**src/rtl/read_ecc_decode_if.sv**
```systemverilog
// rtl/read_ecc_decode_if.sv - capture/result handshake bundle for read_ecc_decode
//
// Purpose: groups the codeword-pair capture handshake and the decoded-result
// handshake of read_ecc_decode into one bundle.
// Signals:
//   in_valid, in_ready              capture handshake (pair offered / decoder idle)
//   in_add[7:0]                     read address of the pair
//   in_data_A/in_data_B[11:0]       Hamming(12,8) codewords from the two data disks
//   out_valid, out_ready            result handshake
//   out_add[7:0], out_data[15:0]    address and {byte_A, byte_B}
//   out_corr[1:0], out_uncorr[1:0]  per-disk flags, [1]=A, [0]=B
// Modports:
//   master  upstream/downstream side (drives the pair and out_ready)
//   slave   the decoder

interface read_ecc_decode_if;
    logic        in_valid;
    logic        in_ready;
    logic [7:0]  in_add;
    logic [11:0] in_data_A;
    logic [11:0] in_data_B;
    logic        out_valid;
    logic        out_ready;
    logic [7:0]  out_add;
    logic [15:0] out_data;
    logic [1:0]  out_corr;
    logic [1:0]  out_uncorr;

    modport master (
        output in_valid, in_add, in_data_A, in_data_B, out_ready,
        input  in_ready, out_valid, out_add, out_data, out_corr, out_uncorr
    );

    modport slave (
        input  in_valid, in_add, in_data_A, in_data_B, out_ready,
        output in_ready, out_valid, out_add, out_data, out_corr, out_uncorr
    );
endinterface

```
**src/rtl/read_ecc_decode.sv**
```systemverilog
// rtl/read_ecc_decode.sv - dual Hamming(12,8) read-path decoder with event counters
//
// Purpose: captures a pair of Hamming(12,8) codewords plus their read address,
// corrects single-bit errors, flags uncorrectable syndromes and presents the
// two data bytes on a held result handshake. Keeps saturating correction and
// uncorrectable event counters and a sticky flag for pairs offered while busy.
// Ports:
//   clk         system clock, rising edge
//   reset       asynchronous, active-high
//   bus         read_ecc_decode_if.slave (capture and result handshakes)
//   cnt_clr     clears corr_cnt, uncorr_cnt and overflow; wins over same-edge updates
//   corr_cnt    saturating count of corrected codewords
//   uncorr_cnt  saturating count of uncorrectable codewords
//   overflow    sticky: a pair was offered while the decoder was not idle

module read_ecc_decode (
    input  logic               clk,
    input  logic               reset,
    read_ecc_decode_if.slave   bus,
    input  logic               cnt_clr,
    output logic [7:0]         corr_cnt,
    output logic [7:0]         uncorr_cnt,
    output logic               overflow
);

    typedef enum logic [1:0] {
        IDLE   = 2'd0,
        DECODE = 2'd1,
        OUTPUT = 2'd2
    } state_t;

    state_t      state;
    state_t      state_next;

    // DECODE spans two cycles: phase 0 registers the syndromes, phase 1
    // applies the correction and loads the result registers. This puts
    // out_valid two edges after the capture edge.
    logic        dec_phase;

    logic [7:0]  cap_add;
    logic [11:0] cap_a;
    logic [11:0] cap_b;
    logic [3:0]  syn_a;
    logic [3:0]  syn_b;

    logic [7:0]  res_add;
    logic [15:0] res_data;
    logic [1:0]  res_corr;
    logic [1:0]  res_uncorr;

    logic [7:0]  byte_a;
    logic [7:0]  byte_b;
    logic [1:0]  dec_corr;
    logic [1:0]  dec_uncorr;
    logic        decode_done;

    // Codeword bit k carries Hamming position k+1, so the syndrome is the
    // XOR of (k+1) over every set bit.
    function automatic logic [3:0] syndrome(input logic [11:0] cw);
        logic [3:0] s;
        s = 4'd0;
        for (int k = 0; k < 12; k++) begin
            if (cw[k]) begin
                s = s ^ 4'(k + 1);
            end
        end
        return s;
    endfunction

    // Syndromes 1..12 name the failing position (parity bits included);
    // 13..15 point outside the word and are left untouched.
    function automatic logic [11:0] correct(input logic [11:0] cw, input logic [3:0] s);
        logic [11:0] fixed;
        fixed = cw;
        if (s != 4'd0 && s <= 4'd12) begin
            fixed = cw ^ (12'd1 << (s - 4'd1));
        end
        return fixed;
    endfunction

    // Data d7..d0 live at positions 12,11,10,9,7,6,5,3.
    function automatic logic [7:0] extract(input logic [11:0] cw);
        return {cw[11], cw[10], cw[9], cw[8], cw[6], cw[5], cw[4], cw[2]};
    endfunction

    function automatic logic [7:0] sat_add(input logic [7:0] cnt, input logic [1:0] inc);
        logic [8:0] sum;
        sum = {1'b0, cnt} + {7'd0, inc};
        return sum[8] ? 8'hFF : sum[7:0];
    endfunction

    function automatic logic [1:0] popcount2(input logic [1:0] v);
        return {1'b0, v[1]} + {1'b0, v[0]};
    endfunction

    always_comb begin
        byte_a     = extract(correct(cap_a, syn_a));
        byte_b     = extract(correct(cap_b, syn_b));
        dec_corr   = {(syn_a != 4'd0) && (syn_a <= 4'd12),
                      (syn_b != 4'd0) && (syn_b <= 4'd12)};
        dec_uncorr = {syn_a > 4'd12, syn_b > 4'd12};
    end

    assign decode_done = (state == DECODE) && dec_phase;

    // State register
    always_ff @(posedge clk or posedge reset) begin
        if (reset) begin
            state <= IDLE;
        end else begin
            state <= state_next;
        end
    end

    // Next state and handshake outputs
    always_comb begin
        state_next    = state;
        bus.in_ready  = 1'b0;
        bus.out_valid = 1'b0;
        case (state)
            IDLE: begin
                bus.in_ready = 1'b1;
                if (bus.in_valid) begin
                    state_next = DECODE;
                end
            end
            DECODE: begin
                if (dec_phase) begin
                    state_next = OUTPUT;
                end
            end
            OUTPUT: begin
                bus.out_valid = 1'b1;
                if (bus.out_ready) begin
                    state_next = IDLE;
                end
            end
            default: begin
                state_next = IDLE;
            end
        endcase
    end

    // Capture, syndrome and result registers
    always_ff @(posedge clk or posedge reset) begin
        if (reset) begin
            dec_phase  <= 1'b0;
            cap_add    <= 8'd0;
            cap_a      <= 12'd0;
            cap_b      <= 12'd0;
            syn_a      <= 4'd0;
            syn_b      <= 4'd0;
            res_add    <= 8'd0;
            res_data   <= 16'd0;
            res_corr   <= 2'd0;
            res_uncorr <= 2'd0;
        end else begin
            case (state)
                IDLE: begin
                    dec_phase <= 1'b0;
                    if (bus.in_valid) begin
                        cap_add <= bus.in_add;
                        cap_a   <= bus.in_data_A;
                        cap_b   <= bus.in_data_B;
                    end
                end
                DECODE: begin
                    if (!dec_phase) begin
                        syn_a     <= syndrome(cap_a);
                        syn_b     <= syndrome(cap_b);
                        dec_phase <= 1'b1;
                    end else begin
                        res_add    <= cap_add;
                        res_data   <= {byte_a, byte_b};
                        res_corr   <= dec_corr;
                        res_uncorr <= dec_uncorr;
                        dec_phase  <= 1'b0;
                    end
                end
                default: begin
                    dec_phase <= 1'b0;
                end
            endcase
        end
    end

    // Event counters and the dropped-input flag; clear beats any update.
    always_ff @(posedge clk or posedge reset) begin
        if (reset) begin
            corr_cnt   <= 8'd0;
            uncorr_cnt <= 8'd0;
            overflow   <= 1'b0;
        end else if (cnt_clr) begin
            corr_cnt   <= 8'd0;
            uncorr_cnt <= 8'd0;
            overflow   <= 1'b0;
        end else begin
            if (decode_done) begin
                corr_cnt   <= sat_add(corr_cnt, popcount2(dec_corr));
                uncorr_cnt <= sat_add(uncorr_cnt, popcount2(dec_uncorr));
            end
            if (bus.in_valid && state != IDLE) begin
                overflow <= 1'b1;
            end
        end
    end

    assign bus.out_add    = res_add;
    assign bus.out_data   = res_data;
    assign bus.out_corr   = res_corr;
    assign bus.out_uncorr = res_uncorr;

endmodule

```
**src/flat_wrapper.sv**
```systemverilog
// flat-port wrapper written by rule: the top's interface ports become plain ports
module read_ecc_decode_flat 
  (clk, reset, cnt_clr, corr_cnt, uncorr_cnt, overflow, bus_in_valid, bus_in_add, bus_in_data_A, bus_in_data_B, bus_out_ready, bus_in_ready, bus_out_valid, bus_out_add, bus_out_data, bus_out_corr, bus_out_uncorr);
  read_ecc_decode_if bus_i ();
  input  logic clk;
  input  logic reset;
  input  logic cnt_clr;
  output logic [7:0] corr_cnt;
  output logic [7:0] uncorr_cnt;
  output logic overflow;
  input wire logic [$bits(bus_i.in_valid)-1:0] bus_in_valid;
  input wire logic [$bits(bus_i.in_add)-1:0] bus_in_add;
  input wire logic [$bits(bus_i.in_data_A)-1:0] bus_in_data_A;
  input wire logic [$bits(bus_i.in_data_B)-1:0] bus_in_data_B;
  input wire logic [$bits(bus_i.out_ready)-1:0] bus_out_ready;
  output wire logic [$bits(bus_i.in_ready)-1:0] bus_in_ready;
  output wire logic [$bits(bus_i.out_valid)-1:0] bus_out_valid;
  output wire logic [$bits(bus_i.out_add)-1:0] bus_out_add;
  output wire logic [$bits(bus_i.out_data)-1:0] bus_out_data;
  output wire logic [$bits(bus_i.out_corr)-1:0] bus_out_corr;
  output wire logic [$bits(bus_i.out_uncorr)-1:0] bus_out_uncorr;
  assign bus_i.in_valid = bus_in_valid;
  assign bus_i.in_add = bus_in_add;
  assign bus_i.in_data_A = bus_in_data_A;
  assign bus_i.in_data_B = bus_in_data_B;
  assign bus_i.out_ready = bus_out_ready;
  assign bus_in_ready = bus_i.in_ready;
  assign bus_out_valid = bus_i.out_valid;
  assign bus_out_add = bus_i.out_add;
  assign bus_out_data = bus_i.out_data;
  assign bus_out_corr = bus_i.out_corr;
  assign bus_out_uncorr = bus_i.out_uncorr;
  read_ecc_decode u_core (.clk(clk), .reset(reset), .bus(bus_i), .cnt_clr(cnt_clr), .corr_cnt(corr_cnt), .uncorr_cnt(uncorr_cnt), .overflow(overflow));
endmodule
```
**config.mk**
```make
export PLATFORM = sky130hd
export DESIGN_NAME = read_ecc_decode_flat
export DESIGN_NICKNAME = d
export VERILOG_FILES = /design/src/rtl/read_ecc_decode_if.sv /design/src/rtl/read_ecc_decode.sv /design/src/flat_wrapper.sv
export SDC_FILE = /design/constraint.sdc
export NUM_CORES = 1
export LEC_CHECK = 0
export CAP_MARGIN = 0
export CORE_ASPECT_RATIO = 1.75
export CORE_MARGIN = 3
export CORE_UTILIZATION = 40
export CTS_CLUSTER_DIAMETER = 50
export CTS_CLUSTER_SIZE = 30
export DETAILED_ROUTE_END_ITERATION = 10
export GPL_TIMING_DRIVEN = 0
export PLACE_DENSITY = 0.74
export SYNTH_ARGS = -nofsm -noshare
export SYNTH_HDL_FRONTEND = slang
export SYNTH_SLANG_ARGS = --single-unit
```
**constraint.sdc**
```tcl
create_clock -name clk -period 2.89 [get_ports clk]
set_input_delay 0.7225 -clock clk [delete_from_list [all_inputs] [get_ports clk]]
set_output_delay 0.7225 -clock clk [all_outputs]
set_load 0.01 [all_outputs]
```
# Word level (Yosys, flattened, before mapping)
# Index checks and enable logic that the tools add are counted.
# classes
addsub	6
magnitude_cmp	4
n_eq_ne	5
shifts	2
muxes	86
n_bitwise	25
reduce_logical	14
# op_table
operator	count
$mux 4	54
$mux 8	6
$mux 12	2
$mux 3	8
$not 2->2	12
$shl 1x4->12 const A	2
$xor 12x12->12	2
$add 8x2->9	2
$mux 2	7
$not 3->3	4
$gt 4x4->1 const B	2
$le 4x4->1 const B	2
$mux 1	8
$reduce_bool 4->1	2
$sub 4x1->4 const B	2
$not 1->1	7
$pmux 2 s3	1
$reduce_and 2->1	3
$reduce_bool 2->1	3
$add 1x1->2	2
$logic_and 1x1->1	4
$ne 2x2->1 const B	2
$reduce_and 3->1	1
$eq 2x1->1 const B	1
other kinds (3)	3
# totals
reg_bits	88
in_bits	37
output_inout_bits	47
wordCells	156

# Longest topological paths before layout
# logic_depth
depth_word	45
depth_mapped	11
depth_no_buf	10

# Worst setup path before layout
# No wires, ideal clock.
# synth_timing
path_type	register to register
start	reg u_core.syn_a[2]
end	reg u_core.corr_cnt[6]
setup_time_ns	0.137
arrival_time_ns	2.228
path_slack_ns	0.525
path_stages_with_launch	11
n_path_buf	0
synth_period_minus_slack_ns	2.365
path_cell_list	dfrtp_1 or4_4 nand2_1 xnor2_1 ha_1 a31o_4 ha_1 nand3_1 nor2_1 nor4b_1 nor3_1
# synth_via
elab_chain_len	7
# synth_lines
element	line_no	text
start, declared	read_ecc_decode.sv:43	logic [3:0] syn_a;
start signal, assigned	read_ecc_decode.sv:169	syn_a <= syndrome(cap_a);
$le 4x4->1 / $reduce_bool 4->1 (equally long branches)	read_ecc_decode.sv:99	dec_corr = {(syn_a != 4'd0) && (syn_a <= 4'd12),
$logic_and 1x1->1 *	read_ecc_decode.sv:99	
$add 1x1->2 *	read_ecc_decode.sv:93	return {1'b0, v[1]} + {1'b0, v[0]};
$add 8x2->9 *	read_ecc_decode.sv:88	sum = {1'b0, cnt} + {7'd0, inc};
$mux 8 *	read_ecc_decode.sv:89	return sum[8] ? 8'hFF : sum[7:0];
$mux 8 *	read_ecc_decode.sv:198	if (decode_done) begin
$mux 8 *	read_ecc_decode.sv:193	end else if (cnt_clr) begin
end signal, assigned	read_ecc_decode.sv:199	corr_cnt <= sat_add(corr_cnt, popcount2(dec_corr));
end, declared	read_ecc_decode.sv:21	output logic [7:0] corr_cnt,
# Every way passes the cells marked *; elsewhere a longest branch is shown, timed or not. The select of a mux whose other input is x is not followed.
# A chain may end at the register's enable or synchronous reset.

# Worst setup path in the final report
# layout_timing
start	reg u_core.syn_a[2]
end	reg u_core.corr_cnt[3]
# Same word-level chain as after synthesis.

==> results.json <==
{
  "outcome": "complete, no violations",
  "critPathCaptureType": "flip-flop",
  "yosysWarnings": 0,
  "yosysSeqAreaShare": 0.520,
  "crit_type": "flip-flop to flip-flop",
  "async_flop_share": 1.00,
  "tightest_slew_ps": 546,
  "finalSetupViolations": 0,
  "slew_headroom": 0.636,
  "netlist_instances": 399,
  "rows": 49,
  "synth-adder-area-share": 0.0195,
  "synthTopCellsByCount": "dfrtp_1 (88), nand2_1 (60), o21ai_0 (40)",
  "grt_pass1_vias": 3437,
  "ys.flop_type": "dfrtp_1",
  "die-area_um2": 11900,
  "synth-edff-count": 0,
  "numPortBuffers": 82,
  "drtAntennaViolNets": 0,
  "synth-compound-area-share": 0.0821,
  "timing.rr.start": "u_core.syn_a[2]$_DFFE_PP0P_",
  "min_from": "u_core.cap_add[4]$_DFFE_PP0P_",
  "antenna_found_initial": 0,
  "grt_first_pass_wirelength_um": 16500,
  "drv_cap": 0,
  "route.detailed.drc": 0,
  "ir_worst_vdd_uv": 468,
  "coreArea_um2": 10300,
  "gp_congestion": 0.772,
  "p_seq_frac": 0.350,
  "vias_per_cell": 5.17,
  "htreeDepth": 3,
  "drtPass1Iterations": 6,
  "critPathRequiredTime_ps": 3140,
  "fin_crit_ps": 2630,
  "n_antenna_cell": 0,
  "cts_resized": 0,
  "yosys.area_share.simple": 0.157,
  "die_h_um": 142,
  "min_path_cells": 2,
  "fillerInstances": 942,
  "die_x_um": 83.8,
  "clk_pin_slew_worst_paths_ps": 70,
  "hold_viol_final": 0,
  "regToRegEndpoint": "u_core.corr_cnt[3]$_DFFE_PP0P_",
  "clkPwrFrac": 0.197,
  "power.internal_mw": 4.08,
  "maxSlewViolCount": 0,
  "period_share": 0.909,
  "syn-num-nets": 442,
  "yosysUniqueCellTypes": 38,
  "cts_tree": "built",
  "start_util": 0.411,
  "p_per_area_nw_per_um2": 1140,
  "cp-start-kind": "flip-flop",
  "p_sw_mw": 2.31,
  "critPathMostFrequentCell": "ha_1",
  "clock.fmax_mhz": 381,
  "path_cells": "or4_4 -> nand2_1 -> xnor2_1 -> ha_1 -> a31o_4 -> ha_1 -> nand3_1 -> nor2_1 -> nor3_1 -> a211oi_2",
  "synthXorXnorAreaFrac": 0.101,
  "insertion_delay_ps": 340,
  "syn-cell-area_um2": 4240,
  "combPwrFrac": 0.453,
  "finalSetupTns_ps": 0,
  "yosys-top-cells-area": "dfrtp_1 (52%), mux2_2 (8.8%), xnor2_1 (6.6%)",
  "clockBufferDepth": 2,
  "grt_start_max_net_pins": 41,
  "pin_count": 84,
  "routedWlPerCell_um": 15.3,
  "ys_ff_latch": 88,
  "cts_buffers": 9,
  "hold_end": "u_core.bus.out_add[4]$_DFFE_PP0P_",
  "yosysTopAreaCell": "dfrtp_1",
  "rsz0062_at_grt": "no",
  "clock_sinks": 88,
  "root_buffer": "clkbuf_16",
  "fin_area_um2": 5590,
  "track_usage": 0.172,
  "cp_data_arrival_time_ps": 2880,
  "synth.area.mux_share": 0.0924,
  "place_hpwl_um": 7400,
  "min-delay-path-class": "flip-flop to flip-flop",
  "synth.avg_cell_area_um2": 10.6,
  "total_leakage_power_nw": 2.32,
  "drive_gt1_frac": 0.134,
  "timing.hold.ws_ps": 473,
  "power_mw": 6.39,
  "ctsHoldBuffers": 0,
  "worstRegToRegCells": 10,
  "drt_iter0_markers": 103,
  "r2r_slack_ps": 260,
  "vias": 3235,
  "crit_slowest_cell": "or4_4",
  "synth_top_family_by_area": "simple AND/OR/NAND/NOR gates",
  "skew_ps": 8.07,
  "max_stage_delay_ps": 550,
  "postCtsSetupBuffers": 0,
  "overflow": 0,
  "syn_to_final_growth_pct": 32.0,
  "final_nets": 537,
  "crit_fanout": 7,
  "synth_top_cell_area_share": 0.520,
  "synth_most_common_cell": "dfrtp_1",
  "routed_wl_um": 9580,
  "placed_area_um2": 5260,
  "swShare": 0.362
}
==> sequential cells by signal (all words and copies together), names as in the netlist, 2 cells and up <==
name,flops
u_core.bus.out_uncorr,2
u_core.bus.out_data,16
u_core.bus.out_corr,2
u_core.cap_b,12
u_core.syn_a,4
u_core.bus.out_add,8
u_core.corr_cnt,8
u_core.state,2
u_core.cap_add,8
u_core.syn_b,4
u_core.cap_a,12
u_core.uncorr_cnt,8
==> layout by cell type, fill, tap and decap left out, drive strengths merged, types with 2 or more instances in the layout <==
cell,count
a211oi,4
a21oi,4
a31oi,3
a41oi,2
buf,9
bufinv,2
clkbuf,21
clkdlybuf4s50,82
clkinvlp,2
dfrtp,88
ha,5
inv,12
mux2,33
mux2i,2
nand2,60
nand2b,3
nand3,8
nand3b,3
nand4,7
nand4b,4
nor2,20
nor3,14
nor4b,3
nor4bb,4
o211ai,2
o21ai,40
or3,2
xnor2,32
xor2,17
==> power groups by stage <==
stage	Sequential (mW)	Combinational [mW]	Clock, mW
global route	2.32	3.23	1.34
global placement	2.23	2.80	0
floorplan	2.22	1.96	0
CTS	2.24	2.94	1.29
detailed placement	2.26	2.92	0
finish	2.24	2.89	1.26
==> area by class of cell <==
class                      instances  area (um2)  share of cell area
buffer                            19        81.3              0.0145
clock buffer                       9         225              0.0403
clock inverter                     7         103              0.0183
inverter                          10        41.3             0.00738
multi-input combinational        282        1920               0.344
sequential                        88        2200               0.394
tap                              127         159              0.0284
timing repair buffer              84         861               0.154
==> routing by layer <==
layer,vias up,global-route usage,routed length (um),share of wire
li1,1567,-,-,-
met1,1577,0.184,3610,0.38
met2,76,0.327,5420,0.57
met3,15,0.0319,332,0.035
met4,0,0.0737,219,0.023
met5,-,0,0,0
==> stage by stage <==
step / util / cells / setup WS, ps
floorplan: - / 399 / 525
global placement: 0.507 / 608 / 190
detailed placement: 0.511 / 610 / 260
CTS: 0.543 / 626 / 246
global route: 0.543 / 626 / 80.5
finish: 0.543 / 626 / 262
==> worst max-delay path by stage <==
stage                                      startpoint                             end  slack (ps)  depth (start not counted)
after detailed placement  u_core.syn_a[2]$_DFFE_PP0P_  u_core.corr_cnt[6]$_DFFE_PP0P_         260                         10
after CTS                 u_core.syn_a[2]$_DFFE_PP0P_  u_core.corr_cnt[6]$_DFFE_PP0P_         250                         10
after floorplan           u_core.syn_a[2]$_DFFE_PP0P_  u_core.corr_cnt[6]$_DFFE_PP0P_         530                         10
after global routing      u_core.syn_a[2]$_DFFE_PP0P_  u_core.corr_cnt[3]$_DFFE_PP0P_          80                         10
final                     u_core.syn_a[2]$_DFFE_PP0P_  u_core.corr_cnt[3]$_DFFE_PP0P_         260                         10
after global placement                          reset   u_core.cap_add[6]$_DFFE_PP0P_         190                          2
==> cells by family after synthesis <==
| logic type | Yosys count |
|---|---|
| AOI/OAI and AO/OA | 57 |
| buffers and inverters | 29 |
| xor gates and xnor gates | 49 |
| adders and majority gates | 6 |
| muxes | 35 |
| DFF | 88 |
| and+or+nand+nor | 135 |
==> critical path: cells and delay by family, from the launching register on <==
kind / cells / cell delay (ps)
AND/OR/NAND/NOR: 5 / 1130
flip-flops: 1 / 460
AO/OA/AOI/OAI: 2 / 370
XOR/XNOR: 1 / 140
adder cells (fa/ha/maj): 2 / 440
Note: power is estimated with default switching activity, not from simulation.
